**src/rtl/lsu_pkg.sv**
```systemverilog
// Shared LSU definitions: LStype codes, FSM states, byte-enable patterns.
// Alignment rules live here so the decoder and LSU agree on them.
package lsu_pkg;

    localparam logic [2:0] LS_W     = 3'b000;
    localparam logic [2:0] LS_H     = 3'b001;
    localparam logic [2:0] LS_HU_SB = 3'b010;
    localparam logic [2:0] LS_B     = 3'b011;
    localparam logic [2:0] LS_BU    = 3'b100;

    localparam logic [3:0] BE_NONE = 4'b0000;
    localparam logic [3:0] BE_ALL  = 4'b1111;
    localparam logic [3:0] BE_LO_H = 4'b0011;
    localparam logic [3:0] BE_HI_H = 4'b1100;
    localparam logic [3:0] BE_B0   = 4'b0001;

    typedef enum logic [1:0] {
        S_IDLE = 2'd0,
        S_REQ  = 2'd1,
        S_RESP = 2'd2,
        S_ERR  = 2'd3
    } lsu_state_t;

    // LS_HU_SB means lhu for loads but sb for stores.
    function automatic logic lsu_misaligned(
        input logic       we,
        input logic [2:0] ty,
        input logic [1:0] off
    );
        logic bad;
        bad = (off != 2'b00);
        if (we) begin
            case (ty)
                LS_H:     bad = off[0];
                LS_HU_SB: bad = 1'b0;
                default:  bad = (off != 2'b00);
            endcase
        end else begin
            case (ty)
                LS_H, LS_HU_SB: bad = off[0];
                LS_B, LS_BU:    bad = 1'b0;
                default:        bad = (off != 2'b00);
            endcase
        end
        return bad;
    endfunction

endpackage

```
**src/rtl/lsu_mem_ctrl_if.sv**
```systemverilog
// Data-memory bus between the LSU (master) and the memory (slave).
// One request/acknowledge transaction per access.
interface lsu_mem_if #(
    parameter int AW = 32,
    parameter int DW = 32
);
    logic          mem_req;
    logic          mem_we;
    logic [3:0]    mem_be;
    logic [AW-1:0] mem_addr;
    logic [DW-1:0] mem_wdata;
    logic [DW-1:0] mem_rdata;
    logic          mem_ack;

    modport master (
        output mem_req, mem_we, mem_be, mem_addr, mem_wdata,
        input  mem_rdata, mem_ack
    );

    modport slave (
        input  mem_req, mem_we, mem_be, mem_addr, mem_wdata,
        output mem_rdata, mem_ack
    );
endinterface

```
**src/rtl/lsu_lane_fmt.sv**
```systemverilog
// Byte-lane steering: store be/wdata replication and load
// extraction with sign/zero extension.
module lsu_lane_fmt
    import lsu_pkg::*;
(
    input  logic        we_i,
    input  logic [2:0]  lstype_i,
    input  logic [1:0]  off_i,
    input  logic [31:0] wdata_i,
    input  logic [31:0] rdata_i,
    output logic [3:0]  be_o,
    output logic [31:0] wdata_o,
    output logic [31:0] rdata_o
);
    logic [7:0]  b_sel;
    logic [15:0] h_sel;

    always_comb begin
        b_sel = rdata_i[7:0];
        case (off_i)
            2'd1:    b_sel = rdata_i[15:8];
            2'd2:    b_sel = rdata_i[23:16];
            2'd3:    b_sel = rdata_i[31:24];
            default: b_sel = rdata_i[7:0];
        endcase
        h_sel = off_i[1] ? rdata_i[31:16] : rdata_i[15:0];
    end

    always_comb begin
        be_o    = BE_ALL;
        wdata_o = wdata_i;
        rdata_o = rdata_i;
        if (we_i) begin
            case (lstype_i)
                LS_H: begin
                    be_o    = off_i[1] ? BE_HI_H : BE_LO_H;
                    wdata_o = {2{wdata_i[15:0]}};
                end
                LS_HU_SB: begin
                    be_o    = BE_B0 << off_i;
                    wdata_o = {4{wdata_i[7:0]}};
                end
                default: begin
                    be_o    = BE_ALL;
                    wdata_o = wdata_i;
                end
            endcase
        end else begin
            case (lstype_i)
                LS_H:     rdata_o = {{16{h_sel[15]}}, h_sel};
                LS_HU_SB: rdata_o = {16'h0000, h_sel};
                LS_B:     rdata_o = {{24{b_sel[7]}}, b_sel};
                LS_BU:    rdata_o = {24'h000000, b_sel};
                default:  rdata_o = rdata_i;
            endcase
        end
    end
endmodule

```
**src/rtl/lsu_mem_ctrl.sv**
```systemverilog
// Load/store unit FSM between the MEM stage and the data bus.
// Optional alignment trap: define LSU_ALIGN_CHECK_EN.
module lsu_mem_ctrl
    import lsu_pkg::*;
#(
    parameter int AW = 32,
    parameter int DW = 32
) (
    input  logic          clk,
    input  logic          rst_n,
    input  logic          lsu_valid,
    input  logic          MemWrite,
    input  logic [2:0]    LStype,
    input  logic [AW-1:0] lsu_addr,
    input  logic [DW-1:0] lsu_wdata,
    output logic [DW-1:0] lsu_rdata,
    output logic          lsu_done,
    output logic          lsu_busy,
    output logic          lsu_addr_err,
    lsu_mem_if.master     mem
);
    lsu_state_t    state_q;
    logic          req_q;
    logic          we_q;
    logic [3:0]    be_q;
    logic [AW-1:0] addr_q;
    logic [DW-1:0] wdata_q;
    logic [DW-1:0] rdata_q;
    logic          done_q;
    logic          busy_q;
    logic [2:0]    ls_q;
    logic [1:0]    off_q;

    logic          idle;
    logic          fmt_we;
    logic [2:0]    fmt_ty;
    logic [1:0]    fmt_off;
    logic [3:0]    fmt_be;
    logic [DW-1:0] fmt_wdata;
    logic [DW-1:0] fmt_rdata;

    // Store side is used at acceptance, load side on the ack edge.
    assign idle    = (state_q == S_IDLE);
    assign fmt_we  = idle ? MemWrite       : we_q;
    assign fmt_ty  = idle ? LStype         : ls_q;
    assign fmt_off = idle ? lsu_addr[1:0]  : off_q;

    lsu_lane_fmt u_fmt (
        .we_i     (fmt_we),
        .lstype_i (fmt_ty),
        .off_i    (fmt_off),
        .wdata_i  (lsu_wdata),
        .rdata_i  (mem.mem_rdata),
        .be_o     (fmt_be),
        .wdata_o  (fmt_wdata),
        .rdata_o  (fmt_rdata)
    );

`ifdef LSU_ALIGN_CHECK_EN
    logic err_q;
    logic misaligned_d;
    assign misaligned_d = lsu_misaligned(MemWrite, LStype, lsu_addr[1:0]);
`endif

    always_ff @(posedge clk or negedge rst_n) begin
        if (!rst_n) begin
            state_q <= S_IDLE;
            req_q   <= 1'b0;
            we_q    <= 1'b0;
            be_q    <= BE_NONE;
            addr_q  <= '0;
            wdata_q <= '0;
            rdata_q <= '0;
            done_q  <= 1'b0;
            busy_q  <= 1'b0;
            ls_q    <= LS_W;
            off_q   <= 2'b00;
`ifdef LSU_ALIGN_CHECK_EN
            err_q   <= 1'b0;
`endif
        end else begin
            unique case (state_q)
                S_IDLE: begin
                    if (lsu_valid) begin
                        ls_q   <= LStype;
                        off_q  <= lsu_addr[1:0];
                        busy_q <= 1'b1;
`ifdef LSU_ALIGN_CHECK_EN
                        if (misaligned_d) begin
                            state_q <= S_ERR;
                            done_q  <= 1'b1;
                            err_q   <= 1'b1;
                        end else
`endif
                        begin
                            state_q <= S_REQ;
                            req_q   <= 1'b1;
                            we_q    <= MemWrite;
                            be_q    <= fmt_be;
                            addr_q  <= {lsu_addr[AW-1:2], 2'b00};
                            wdata_q <= fmt_wdata;
                        end
                    end
                end
                S_REQ: begin
                    if (mem.mem_ack) begin
                        state_q <= S_RESP;
                        req_q   <= 1'b0;
                        done_q  <= 1'b1;
                        rdata_q <= we_q ? '0 : fmt_rdata;
                    end
                end
                S_RESP: begin
                    state_q <= S_IDLE;
                    done_q  <= 1'b0;
                    busy_q  <= 1'b0;
                end
`ifdef LSU_ALIGN_CHECK_EN
                S_ERR: begin
                    state_q <= S_IDLE;
                    done_q  <= 1'b0;
                    err_q   <= 1'b0;
                    busy_q  <= 1'b0;
                end
`endif
                default: begin
                    state_q <= S_IDLE;
                    req_q   <= 1'b0;
                    done_q  <= 1'b0;
                    busy_q  <= 1'b0;
                end
            endcase
        end
    end

    assign mem.mem_req   = req_q;
    assign mem.mem_we    = we_q;
    assign mem.mem_be    = be_q;
    assign mem.mem_addr  = addr_q;
    assign mem.mem_wdata = wdata_q;

    assign lsu_rdata = rdata_q;
    assign lsu_done  = done_q;
    assign lsu_busy  = busy_q;
`ifdef LSU_ALIGN_CHECK_EN
    assign lsu_addr_err = err_q;
`else
    assign lsu_addr_err = 1'b0;
`endif
endmodule

```
**src/flat_wrapper.sv**
```systemverilog
// flat-port wrapper written by rule: the top's interface ports become plain ports
module lsu_mem_ctrl_flat import lsu_pkg::*;
#(
    parameter int AW = 32,
    parameter int DW = 32
)
  (clk, rst_n, lsu_valid, MemWrite, LStype, lsu_addr, lsu_wdata, lsu_rdata, lsu_done, lsu_busy, lsu_addr_err, mem_mem_req, mem_mem_we, mem_mem_be, mem_mem_addr, mem_mem_wdata, mem_mem_rdata, mem_mem_ack);
  lsu_mem_if #(.AW(AW), .DW(DW)) mem_i ();
  input  logic clk;
  input  logic rst_n;
  input  logic lsu_valid;
  input  logic MemWrite;
  input  logic [2:0] LStype;
  input  logic [AW-1:0] lsu_addr;
  input  logic [DW-1:0] lsu_wdata;
  output logic [DW-1:0] lsu_rdata;
  output logic lsu_done;
  output logic lsu_busy;
  output logic lsu_addr_err;
  output wire logic [$bits(mem_i.mem_req)-1:0] mem_mem_req;
  output wire logic [$bits(mem_i.mem_we)-1:0] mem_mem_we;
  output wire logic [$bits(mem_i.mem_be)-1:0] mem_mem_be;
  output wire logic [$bits(mem_i.mem_addr)-1:0] mem_mem_addr;
  output wire logic [$bits(mem_i.mem_wdata)-1:0] mem_mem_wdata;
  input wire logic [$bits(mem_i.mem_rdata)-1:0] mem_mem_rdata;
  input wire logic [$bits(mem_i.mem_ack)-1:0] mem_mem_ack;
  assign mem_mem_req = mem_i.mem_req;
  assign mem_mem_we = mem_i.mem_we;
  assign mem_mem_be = mem_i.mem_be;
  assign mem_mem_addr = mem_i.mem_addr;
  assign mem_mem_wdata = mem_i.mem_wdata;
  assign mem_i.mem_rdata = mem_mem_rdata;
  assign mem_i.mem_ack = mem_mem_ack;
  lsu_mem_ctrl #(.AW(AW), .DW(DW)) u_core (.clk(clk), .rst_n(rst_n), .lsu_valid(lsu_valid), .MemWrite(MemWrite), .LStype(LStype), .lsu_addr(lsu_addr), .lsu_wdata(lsu_wdata), .lsu_rdata(lsu_rdata), .lsu_done(lsu_done), .lsu_busy(lsu_busy), .lsu_addr_err(lsu_addr_err), .mem(mem_i));
endmodule
```
**config.mk**
```make
export PLATFORM = sky130hd
export DESIGN_NAME = lsu_mem_ctrl_flat
export DESIGN_NICKNAME = d
export VERILOG_FILES = /design/src/rtl/lsu_pkg.sv /design/src/rtl/lsu_mem_ctrl_if.sv /design/src/rtl/lsu_lane_fmt.sv /design/src/rtl/lsu_mem_ctrl.sv /design/src/flat_wrapper.sv
export SDC_FILE = /design/constraint.sdc
export NUM_CORES = 1
export LEC_CHECK = 0
export ABC_AREA = 1
export BUFFER_PORTS_ARGS = -buffer_cell sky130_fd_sc_hd__buf_2
export CAP_MARGIN = 20
export CORE_MARGIN = 1.5
export CORE_UTILIZATION = 41
export DETAILED_ROUTE_END_ITERATION = 10
export GPL_ROUTABILITY_DRIVEN = 0
export HOLD_SLACK_MARGIN = 0.15
export PLACE_DENSITY = 0.77
export SYNTH_ARGS = -nofsm -noshare
export SYNTH_HDL_FRONTEND = slang
export SYNTH_SLANG_ARGS = --single-unit
```
**constraint.sdc**
```tcl
create_clock -name clk -period 1.9 [get_ports clk]
set_input_delay 0.095 -clock clk [delete_from_list [all_inputs] [get_ports clk]]
set_output_delay 0.095 -clock clk [all_outputs]
set_load 0.1 [all_outputs]
```
# After elaboration in Yosys (flattened, before gate mapping)
# Cells that the tools add are included.
# classes
n_eq_ne	11
n_shift	1
n_mux	22
n_bitwise	3
n_reduce_logical	7
# ops
cell	count
$pmux 32 s4	1
$mux 32	3
$pmux 32 s2	1
$pmux 8 s3	1
$mux 16	1
$reduce_and 2->1	5
$mux 4	2
$pmux 4 s2	1
$eq 2x2->1 const B	3
$eq 3x2->1 const B	2
$mux 2	3
$eq 2x1->1 const B	2
$mux 1	4
$ne 2x2->1 const B	2
$pmux 1 s2	2
$pmux 2 s2	1
$shl 1x2->4 const A	1
$eq 3x1->1 const B	1
$eq 3x3->1 const B	1
$mux 3	1
$not 1->1	3
$pmux 1 s3	1
$reduce_and 3->1	1
$logic_not 2->1	1
# totals
register_bits	109
inputBits	104
out_inout_bits	105
word_cells	55

# Longest topological paths before layout
# Gate-level depths: netlist (run 1).
# depth
ltp_word	7
ltp_mapped	14
mapped_depth_nobuf	13

# Hierarchy
# A second synthesis (run 1) with hierarchy kept.
# unflattened
hier_cells	881
area_unflattened_um2	6227.2
# modules_own_cells
mod	instances	cells_each	area_per_inst_um2	seq_area_each_um2
lsu_mem_ctrl	1	563	4738.3	2727.6
lsu_lane_fmt	1	318	1488.9	0.0

# Worst setup path after synthesis (run 1)
# Ideal clock, no wire load.
# synth_timing
kind	flip-flop to flip-flop
start	register u_core.we_q (netlist: u_core.mem.mem_we)
end	register u_core.wdata_q[20] (netlist: u_core.mem.mem_wdata[20])
setup_time_ns	0.124
arrival_ns	1.832
required_ns	1.776
slack_ns	-0.056
path_stages_with_launch	7
n_path_buf	1
synth_period_minus_slack_ns	1.956
path_cell_list	dfrtp_1 o21ai_4 inv_2 nand2_1 buf_2 a21oi_1 a21oi_1
# synth_via
elab_chain_len	2
# synth_lines
element	line	text
start: declaration	lsu_mem_ctrl.sv:24	logic we_q;
start signal: assignment	lsu_mem_ctrl.sv:98	we_q <= MemWrite;
$mux 1	lsu_mem_ctrl.sv:44	assign fmt_we = idle ? MemWrite : we_q;
$mux 32	lsu_lane_fmt.sv:33	if (we_i) begin
end signal: assignment	lsu_mem_ctrl.sv:101	wdata_q <= fmt_wdata;
end: declaration	lsu_mem_ctrl.sv:27	logic [DW-1:0] wdata_q;
# Every way passes these cells.
# A chain may end at the register's enable or synchronous reset.

# Final worst setup path (run 1)
# layout_timing
start	register u_core.state_q[1]
end	register u_core.rdata_q[6] (netlist: u_core.lsu_rdata[6])
# layout_via
elab_chain_len	7
word_cells_on_any_way	18
cone_classes	8 x eq/ne; 8 x mux; 2 x reduce/logical
# layout_lines
element	line	text
start: declaration	lsu_mem_ctrl.sv:22	lsu_state_t state_q;
start signal: assignment	lsu_mem_ctrl.sv:67	state_q <= S_IDLE;
start signal: assignment	lsu_mem_ctrl.sv:96	state_q <= S_REQ;
start signal: assignment	lsu_mem_ctrl.sv:107	state_q <= S_RESP;
$logic_not 2->1	lsu_mem_ctrl.sv:43	assign idle = (state_q == S_IDLE);
$mux 2	lsu_mem_ctrl.sv:46	assign fmt_off = idle ? lsu_addr[1:0] : off_q;
$eq 2x2->1 or $eq 2x1->1 (tied branches)	lsu_lane_fmt.sv:20	case (off_i)
$pmux 8 s3	lsu_lane_fmt.sv:20	
$pmux 32 s4	lsu_lane_fmt.sv:49	case (lstype_i)
$mux 32	lsu_lane_fmt.sv:33	
$mux 32	lsu_mem_ctrl.sv:110	rdata_q <= we_q ? '0 : fmt_rdata;
end signal: assignment	lsu_mem_ctrl.sv:110	
end: declaration	lsu_mem_ctrl.sv:28	logic [DW-1:0] rdata_q;
# Several ways; a longest one is shown, not always the timed one.

==> results.tsv, run 1 <==
stage	metric	value	unit
die	io_pins	209	
cts	cts_buffer_depth	2	
critical_path	crit_arrival	2.33	ns
route	vias	6638	
sta	relSlewSlack	60.8	%
sta	tns	-0.815	ns
global_route	grtUsageTotal	26.8	%
placement	dpl-instance-area	6890	sq um
synthesis	synthTopCellsByCount	351 x nand2_1, 109 x dfrtp_1, 53 x nand3_1, 39 x nor2_1, 38 x inv_1	
cts	cts_made_buffers	9	
placement	hpwl	11.3	mm
cts	clock_sinks	109	
sta	finalCritPeriodShare	110	%
final_layout	fin_area	8600	sq um
sta	tightest_slew	0.588	ns
synthesis	yosys_warnings	0	
route	drtPass1Iterations	7	
cts	cts_root_buf	clkbuf_16	
route	route.detailed.wl_per_inst	16.7	um
final_layout	drive_gt1_share	31.6	%
sta	setup_violations	17	
synthesis	synth_most_common_cell	nand2_1	
synthesis	synth_edf_count	0	
sta	fin_crit	2.08	ns
die	die_w	119	um
synthesis	synthArstFlopShare	100	%
global_route	overflow	0	
sta	hold_viol	0	
sta	rsz0062_at_grt	yes	
sta	maxSlewViolCount	0	
die	coreArea	13200	sq um
global_route	grt_pass1_wl	30.4	mm
critical_path	start_kind	flip-flop	
synthesis	synth.distinct_cells	27	
route	ant_nets	0	
synthesis	synth_cells	744	
route	drt_wl_total	20.9	mm
final_layout	multiInputGateArea	2700	sq um
route	viasPerCell	5.32	
placement	port_buffers	205	
cts	insertion_delay	0.36	ns
final_layout	fin_nets	1170	
placement	place_ws	-0.0606	ns
critical_path	crit_fanout	14	
run	drv_cap	0	
synthesis	synth.avg_cell_area	7.45	sq um
global_route	grt_pass1_vias	6244	
sta	timing.fmax	481	MHz
hold_path	hold_path_class	in -> reg	
hold_path	min_path_cells	4	
sta	fin_skew	0.0142	ns
die	dieArea	14200	sq um
cts	htreeDepth	3	
final_layout	nFillCells	1032	
run_status	status	complete, but fails checks	
die	initial_core_util	42.0	%
final_layout	register_area	2730	sq um
synthesis	post-synth-top-area-cell	dfrtp_1	
synthesis	ys.flop_type	dfrtp_1	
critical_path	cp.required	2.15	ns
critical_path	ff2ff_path_depth	12	
route	post-route-drc-count	0	
die	num_rows	42	
global_route	antenna_found_initial	1	
synthesis	synthDominantCellAreaShare	49.2	%
synthesis	yosys-top-cells-area	dfrtp_1 49%, nand2_1 24%, nand3_1 4.8%	
critical_path	worst-setup-path-type	reg -> reg	
cts	clkTransAtPathRegs	0.08	ns
sta	hold_slack	0.295	ns
final_layout	areaGrowthSynthToFinish	55.1	%
run_status	violations	setup timing	
die	die_height	119	um
synthesis	syn-cell-area	5540	sq um
route	drt_iter0_markers	689	
critical_path	worst_setup_path_end_kind	flip-flop	
synthesis	yosysSeqAreaShare	49.2	%
synthesis	synth_seq_cells	109	
cts	cts_tree	yes	
sta	setup_ws	-0.181	ns
global_route	grt_max_degree	110	
-- metal layers --
metal	GRT usage (%)	vias up	routed length (um)
li1	-	3004	-
met1	33.5	3002	7850
met2	42.7	473	9820
met3	4.65	159	1790
met4	17.5	0	1400
met5	0	-	0
-- area by class of cell --
type	count	share of cell area, %
clock inverter	5	0.495
tap	176	2.56
multi-input combinational	558	31.4
sequential	109	31.7
antenna	1	0.0291
clock buffer	11	2.82
inverter	42	1.86
timing repair buffer	346	29.1
-- final timing paths --
kind | start | to | slack, ns
worst min-delay path | lsu_valid | u_core.lsu_busy$_DFFE_PN0P_ | 0.30
min in group asynchronous | rst_n | u_core.lsu_rdata[1]$_DFFE_PN0P_ | 0.33
worst max-delay path | u_core.state_q[1]$_DFFE_PN0P_ | u_core.lsu_rdata[6]$_DFFE_PN0P_ | -0.18
worst min register to register | u_core.mem.mem_req$_DFFE_PN0P_ | u_core.mem.mem_req$_DFFE_PN0P_ | 0.47
max in group asynchronous | rst_n | u_core.mem.mem_req$_DFFE_PN0P_ | 1.11
worst max register to register | u_core.state_q[1]$_DFFE_PN0P_ | u_core.lsu_rdata[6]$_DFFE_PN0P_ | -0.18
-- flip-flops by register name (all words and copies together) (netlist names), 2 cells and up --
name / count
u_core.mem.mem_wdata: 32
u_core.off_q: 2
u_core.ls_q: 3
u_core.mem.mem_addr: 30
u_core.mem.mem_be: 4
u_core.state_q: 2
u_core.lsu_rdata: 32
-- cells by family after synthesis --
logic type	after synthesis	share of synthesized area (%)
other cells	1	0.0677
flops	109	49.2
buf+inv	80	6.32
compound gates	79	8.20
simple gates	475	36.2
-- critical path, stage by stage, from the launching register on --
cell      delay [ns]
dfrtp_1         0.42
buf_6           0.14
inv_2           0.09
nand2_4         0.09
nand2_2         0.14
buf_4           0.21
nand3b_1        0.18
nand2_1         0.20
nand2_1         0.11
nand3_1         0.10
nand2_1         0.07
nor2_2          0.14
o21ai_2         0.10
-- cells in the final DEF, fill, tap and decap left out, types with 2 or more instances in the layout --
master         count
nand2_1          318
buf_2            204
dfrtp_1          108
dlygate4sd3_1    102
nand3_1           53
inv_1             36
nor2_1            36
nand2_2           32
buf_4             24
o21ai_0           23
a31oi_1           18
nand2_4           14
clkbuf_16         12
a21oi_2           10
a21oi_1           10
o21ai_1            9
nand4_1            8
nand3b_1           7
buf_6              6
buf_12             6
inv_2              5
o21ai_4            3
a21oi_4            3
conb_1             3
nor2_4             2
nand3_4            2
o21ai_2            2
nor2_2             2
inv_6              2
-- per-stage QoR --
stage                     std cells  util (%)
after floorplan                 746         -
final                          1248      65.2
after detailed placement       1116      52.2
after global placement         1116      52.2
after global routing           1248      65.2
after CTS                      1236      62.3
-- what timing repair did --
| action | 4_1_cts | 5_1_grt |
|---|---|---|
| buffers inserted | 1 | 7 |
| resized for setup | 4 | 69 |
| cloned | 1 | 4 |
| endpoints found under the setup margin | 16 | 35 |
| pin swaps | 2 | 18 |
| endpoints found under the hold margin | 211 | 0 |
| hold buffers | 102 | 0 |
Power of run 1 is left out: the tool's default activity adds up to more than one toggle a clock period on the data nets, which glitch-free logic cannot reach.
==> run 2, diff against run 1 <==
==> constraint.sdc (replaced) <==
create_clock -name clk -period 1.9 [get_ports clk]
set_input_delay 0.095 -clock clk [delete_from_list [all_inputs] [get_ports clk]]
set_output_delay 0.095 -clock clk [all_outputs]
set_load 0.05 [all_outputs]
==> results.tsv, run 2 (synthesis results as in run 1) <==
stage	metric	value	unit	change
sta	maxSlewViolCount	0		unchanged
sta	finalCritPeriodShare	100	%	was 110%
sta	tightest_slew	0.586	ns	was 0.588 ns
placement	dpl-instance-area	6910	sq um	was 6890 sq um
sta	relSlewSlack	60.9	%	was 60.8%
global_route	antenna_found_initial	0		was 1
hold_path	hold_path_class	in -> reg		unchanged
sta	rsz0062_at_grt	yes		unchanged
cts	clock_sinks	109		unchanged
die	dieArea	14200	sq um	unchanged
route	drtPass1Iterations	9		was 7
sta	setup_ws	-0.00162	ns	was -0.181 ns
route	drt_wl_total	19.3	mm	was 20.9 mm
critical_path	cp.required	2.14	ns	was 2.15 ns
sta	setup_violations	2		was 17
route	drt_iter0_markers	664		was 689
die	coreArea	13200	sq um	unchanged
route	vias	6396		was 6638
cts	insertion_delay	0.36	ns	about the same
sta	fin_skew	0.00896	ns	was 0.0142 ns
sta	tns	-0.00193	ns	was -0.815 ns
final_layout	finalNonFillerCells	1247		was 1248
die	die_w	119	um	unchanged
route	viasPerCell	5.13		was 5.32
cts	cts_buffer_depth	2		unchanged
global_route	grt_pass1_vias	6191		was 6244
final_layout	antenna_cells	0		was 1
route	ant_nets	0		unchanged
power	power.total	14800	uW	
global_route	grtUsageTotal	26.3	%	was 26.8%
cts	cts_root_buf	clkbuf_16		unchanged
critical_path	crit_arrival	2.15	ns	was 2.33 ns
run_status	status	complete, but fails checks		unchanged
global_route	overflow	0		unchanged
sta	hold_slack	0.257	ns	was 0.295 ns
route	route.detailed.wl_per_inst	15.5	um	was 16.7 um
final_layout	final_common_cell	nand2_1		unchanged
power	net-switching-power	8080	uW	
final_layout	nFillCells	991		was 1032
cts	clkTransAtPathRegs	0.08	ns	about the same
placement	hpwl	11.3	mm	about the same
global_route	grt_max_degree	46		was 110
sta	hold_viol	0		unchanged
die	initial_core_util	42.0	%	unchanged
power	ir_worst_vdd	1.02	mV	
cts	cts_tree	yes		unchanged
final_layout	layout_common_cells	324 x nand2_1, 204 x buf_2, 108 x dfrtp_1, 102 x dlygate4sd3_1, 52 x nand3_1		was 318 x nand2_1, 204 x buf_2, 108 x dfrtp_1, 102 x dlygate4sd3_1, 53 x nand3_1
power	power_density	1740	nW/um^2	
route	post-route-drc-count	0		unchanged
sta	timing.fmax	526	MHz	was 481 MHz
power	pwr-share-seq	26.0	%	
sta	fin_crit	1.90	ns	was 2.08 ns
power	combPwrFrac	61.1	%	
run_status	violations	setup timing		unchanged
placement	port_buffers	205		unchanged
final_layout	fin_area	8530	sq um	was 8600 sq um
final_layout	areaGrowthSynthToFinish	54.0	%	was 55.1%
critical_path	crit_fanout	8		was 14
power	switching_share	54.5	%	
cts	htreeDepth	3		unchanged
final_layout	fin_nets	1170		unchanged
power	leakagePower	0.00461	uW	
final_layout	drive_gt1_share	30.3	%	was 31.6%
run	drv_cap	0		unchanged
critical_path	worst-setup-path-type	reg -> reg		unchanged
power	pwr-share-clk	12.8	%	
power	p_int	6760	uW	
die	die_height	119	um	unchanged
placement	place_inst	1118		was 1116
critical_path	start_kind	flip-flop		unchanged
cts	cts_made_buffers	9		unchanged
global_route	grt_pass1_wl	29.9	mm	was 30.4 mm
die	io_pins	209		unchanged
die	num_rows	42		unchanged
critical_path	worst_setup_path_end_kind	flip-flop		unchanged
## run 2: cell type report
class	instances	area, sq um	share of cell area (%)
Tap cell	176	220	2.58
Clock inverter	7	80.1	0.938
Clock buffer	9	225	2.64
Inverter	42	163	1.91
Sequential cell	109	2730	32.0
Timing Repair Buffer	346	2480	29.1
Multi-Input combinational cell	558	2630	30.9
## run 2: final timing paths
kind	start	endpoint	slack, ns	depth (start not counted)
min in group asynchronous	rst_n	u_core.mem.mem_wdata[18]$_DFFE_PN0P_	0.29	2
setup reg to reg	u_core.state_q[0]$_DFFE_PN0P_	u_core.lsu_rdata[17]$_DFFE_PN0P_	-0.002	14
max in group asynchronous	rst_n	u_core.state_q[1]$_DFFE_PN0P_	0.84	3
setup / recovery	u_core.state_q[0]$_DFFE_PN0P_	u_core.lsu_rdata[17]$_DFFE_PN0P_	-0.002	14
hold / removal	lsu_valid	u_core.mem.mem_addr[15]$_DFFE_PN0P_	0.26	5
hold reg to reg	u_core.lsu_rdata[13]$_DFFE_PN0P_	u_core.lsu_rdata[13]$_DFFE_PN0P_	0.48	2
## run 2: stage by stage
step	utilization [%]	worst slack, ns
6_report	64.7	-0.00162
4_1_cts	62.7	0.00000222
3_5_place_dp	52.4	-0.0772
5_1_grt	64.7	-0.113
2_1_floorplan	-	0.0539
3_3_place_gp	52.4	0.00662
## run 2: routing by layer
layer	wire length, um	global-route usage (%)	vias up
li1	-	-	3003
met1	7400	32.8	2840
met2	8970	41.9	414
met3	1630	4.98	139
met4	1330	17.1	0
met5	0	0	-
## run 2: worst max-delay path, cell delays in order, from the launching register on
cell and delay (ns):
dfrtp_1 0.42, nor2_4 0.05, buf_6 0.12, buf_12 0.13, o21ai_4 0.19, nand3_4 0.12
nand2_4 0.11, inv_4 0.05, nand2_4 0.09, nand2_8 0.08, buf_12 0.16, nand2_2 0.07
nand2_2 0.06, nand2_2 0.09, nand2_2 0.05
## run 2: timing repair
item / in CTS / in global routing
hold buffers: 102 / 0
gates resized for setup: 4 / 47
pin swaps: 1 / 15
setup buffers: 2 / 6
gates cloned: 0 / 3
hold endpoints to repair: 143 / 0
endpoints found under the setup margin: 16 / 39
## run 2: power by group through the flow
stage / clock (uW) / combinational [uW] / sequential, uW
4_1_cts: 1930 / 8370 / 3830
5_1_grt: 2040 / 9690 / 3970
2_1_floorplan: 0 / 2800 / 7020
3_5_place_dp: 0 / 8150 / 3840
6_report: 1900 / 9070 / 3870
3_3_place_gp: 0 / 8050 / 3850
Power figures use the tool's default switching activity.
==> run 3, diff against run 2 <==
CORE_MARGIN = 5   (was 1.5)
PLACE_DENSITY = 0.76   (was 0.77)
==> results.tsv, run 3 (synthesis results as in run 1) <==
stage	metric	value	unit	change
run_status	status	complete, no violations		was complete, but fails checks
die	coreArea	13200	sq um	about the same
cts	cts_tree	yes		unchanged
power	ir_worst_vdd	0.859	mV	was 1.02 mV
power	leakagePower	0.00455	uW	was 0.00461 uW
critical_path	r2r_slack	0.007	ns	was -0.002 ns
final_layout	fin_nets	1162		was 1170
placement	port_buffers	205		unchanged
critical_path	worst-setup-path-type	reg -> reg		unchanged
sta	setup_violations	0		was 2
power	power.total	14600	uW	was 14800 uW
die	die_w	126	um	was 119 um
critical_path	start_kind	flip-flop		unchanged
die	die_height	126	um	was 119 um
cts	clkTransAtPathRegs	0.08	ns	about the same
power	combPwrFrac	60.8	%	was 61.1%
route	drtPass1Iterations	6		was 9
placement	hpwl	12.3	mm	was 11.3 mm
global_route	grt_max_degree	75		was 46
sta	fin_crit	1.89	ns	was 1.90 ns
final_layout	layout_common_cells	333 x nand2_1, 204 x buf_2, 109 x dfrtp_1, 102 x dlygate4sd3_1, 53 x nand3_1		was 324 x nand2_1, 204 x buf_2, 108 x dfrtp_1, 102 x dlygate4sd3_1, 52 x nand3_1
power	pwr-share-seq	26.5	%	was 26.0%
route	vias	6222		was 6396
cts	cts_made_buffers	9		unchanged
global_route	grt_pass1_vias	6170		was 6191
final_layout	fin_area	8390	sq um	was 8530 sq um
power	net-switching-power	7970	uW	was 8080 uW
hold_path	hold_path_class	in -> async		was in -> reg
route	route.detailed.wl_per_inst	15.6	um	was 15.5 um
cts	clock_sinks	109		unchanged
sta	fin_skew	0.0120	ns	was 0.00896 ns
sta	rsz0062_at_grt	yes		unchanged
final_layout	finalNonFillerCells	1241		was 1247
cts	insertion_delay	0.36	ns	about the same
route	ant_nets	0		unchanged
cts	cts_buffer_depth	2		unchanged
cts	cts_root_buf	clkbuf_16		unchanged
final_layout	areaGrowthSynthToFinish	51.5	%	was 54.0%
power	switching_share	54.6	%	was 54.5%
power	pwr-share-clk	12.7	%	was 12.8%
final_layout	final_util	63.4	%	was 64.7%
power	power_density	1740	nW/um^2	about the same
final_layout	final_common_cell	nand2_1		unchanged
critical_path	crit_arrival	2.14	ns	was 2.15 ns
sta	timing.fmax	528	MHz	was 526 MHz
final_layout	drive_gt1_share	28.5	%	was 30.3%
sta	setup_ws	0.00719	ns	was -0.00162 ns
die	io_pins	209		unchanged
placement	place_ws	-0.0680	ns	was -0.0772 ns
sta	hold_viol	0		unchanged
route	drt_iter0_markers	548		was 664
power	p_int	6630	uW	was 6760 uW
global_route	overflow	0		unchanged
placement	dpl-instance-area	6890	sq um	was 6910 sq um
critical_path	startpoint	u_core.state_q[0]$_DFFE_PN0P_		unchanged
run	drv_cap	0		unchanged
global_route	antenna_found_initial	2		was 0
sta	maxSlewViolCount	0		unchanged
global_route	grt_pass1_wl	30.6	mm	was 29.9 mm
global_route	grtUsageTotal	23.6	%	was 26.3%
die	num_rows	42		unchanged
critical_path	r2r-start	u_core.state_q[0]$_DFFE_PN0P_		unchanged
critical_path	worst_setup_path_end_kind	flip-flop		unchanged
route	drt_wl_total	19.4	mm	was 19.3 mm
sta	finalCritPeriodShare	99.6	%	was 100%
placement	place_inst	1117		was 1118
die	initial_core_util	41.8	%	was 42.0%
cts	htreeDepth	3		unchanged
critical_path	crit_fanout	16		was 8
route	viasPerCell	5.01		was 5.13
route	post-route-drc-count	0		unchanged
critical_path	cp.required	2.15	ns	was 2.14 ns
die	dieArea	15900	sq um	was 14200 sq um
run 3: cell types whose count changed in the layout (fill, tap and decap cells not counted), sizes merged:
cell and change:
buf -8, clkinv -2, diode +2, clkbuf +1, clkinvlp +1
run 3: critical path: stages, from the launching register on:
cell and delay [ns]:
dfrtp_1 0.43, nor2_4 0.23, buf_12 0.16, nand2_4 0.05
nand2_4 0.09, nand2_2 0.05, nand2_1 0.09, nand2_2 0.11
nand2_4 0.12, nand2_8 0.07, clkbuf_16 0.18, nand2_1 0.06
nand2_1 0.05, nand2_1 0.06, nand2_1 0.05
run 3: per-stage QoR:
step | setup TNS (ns) | hold slack [ns]
after floorplan | 0 | -0.201
after global placement | 0 | 0.0484
after detailed placement | -0.538 | 0.0452
after CTS | 0 | 0.208
after global routing | -2.86 | 0.255
final | 0 | 0.211
run 3: final cells by class:
cell class,count,area (sq um)
inverters,42,160
diodes,2,5.00
repair buffers,338,2400
clock buffers,10,239
well taps,176,220
fillers,1102,4850
clock inverters,6,51.3
multi-input cells,558,2590
flip-flops and latches,109,2730
run 3: worst paths after layout:
path,endpoint,cells after the start
min,u_core.mem.mem_addr[16]$_DFFE_PN0P_,2
max reg2reg,u_core.lsu_rdata[30]$_DFFE_PN0P_,14
min reg2reg,u_core.mem.mem_addr[11]$_DFFE_PN0P_,2
max in group asynchronous,u_core.lsu_rdata[8]$_DFFE_PN0P_,3
max,u_core.lsu_rdata[30]$_DFFE_PN0P_,14
min in group clk,u_core.lsu_busy$_DFFE_PN0P_,4
run 3: power groups by stage:
stage	sequential (uW)	combinational (uW)	clock, uW
2_1_floorplan	7020	2800	0
3_3_place_gp	3860	8060	0
3_5_place_dp	3860	8170	0
4_1_cts	3840	8390	1890
5_1_grt	4000	9460	1970
6_report	3880	8880	1850
run 3: timing repair:
item | CTS | global route
endpoints found under the hold margin | 211 | 0
pin swaps | 2 | 7
buffers inserted | 0 | 1
resized for setup | 3 | 31
hold buffers | 102 | 0
endpoints found under the setup margin | 16 | 38
cloned | 1 | 2
run 3: metal layers:
metal | GRT usage [%] | vias to the layer above | wire length, um
met5 | 0 | - | 0
li1 | - | 2983 | -
met1 | 30.2 | 2829 | 7790
met3 | 4.02 | 80 | 1310
met4 | 13.2 | 0 | 939
met2 | 38.0 | 330 | 9360
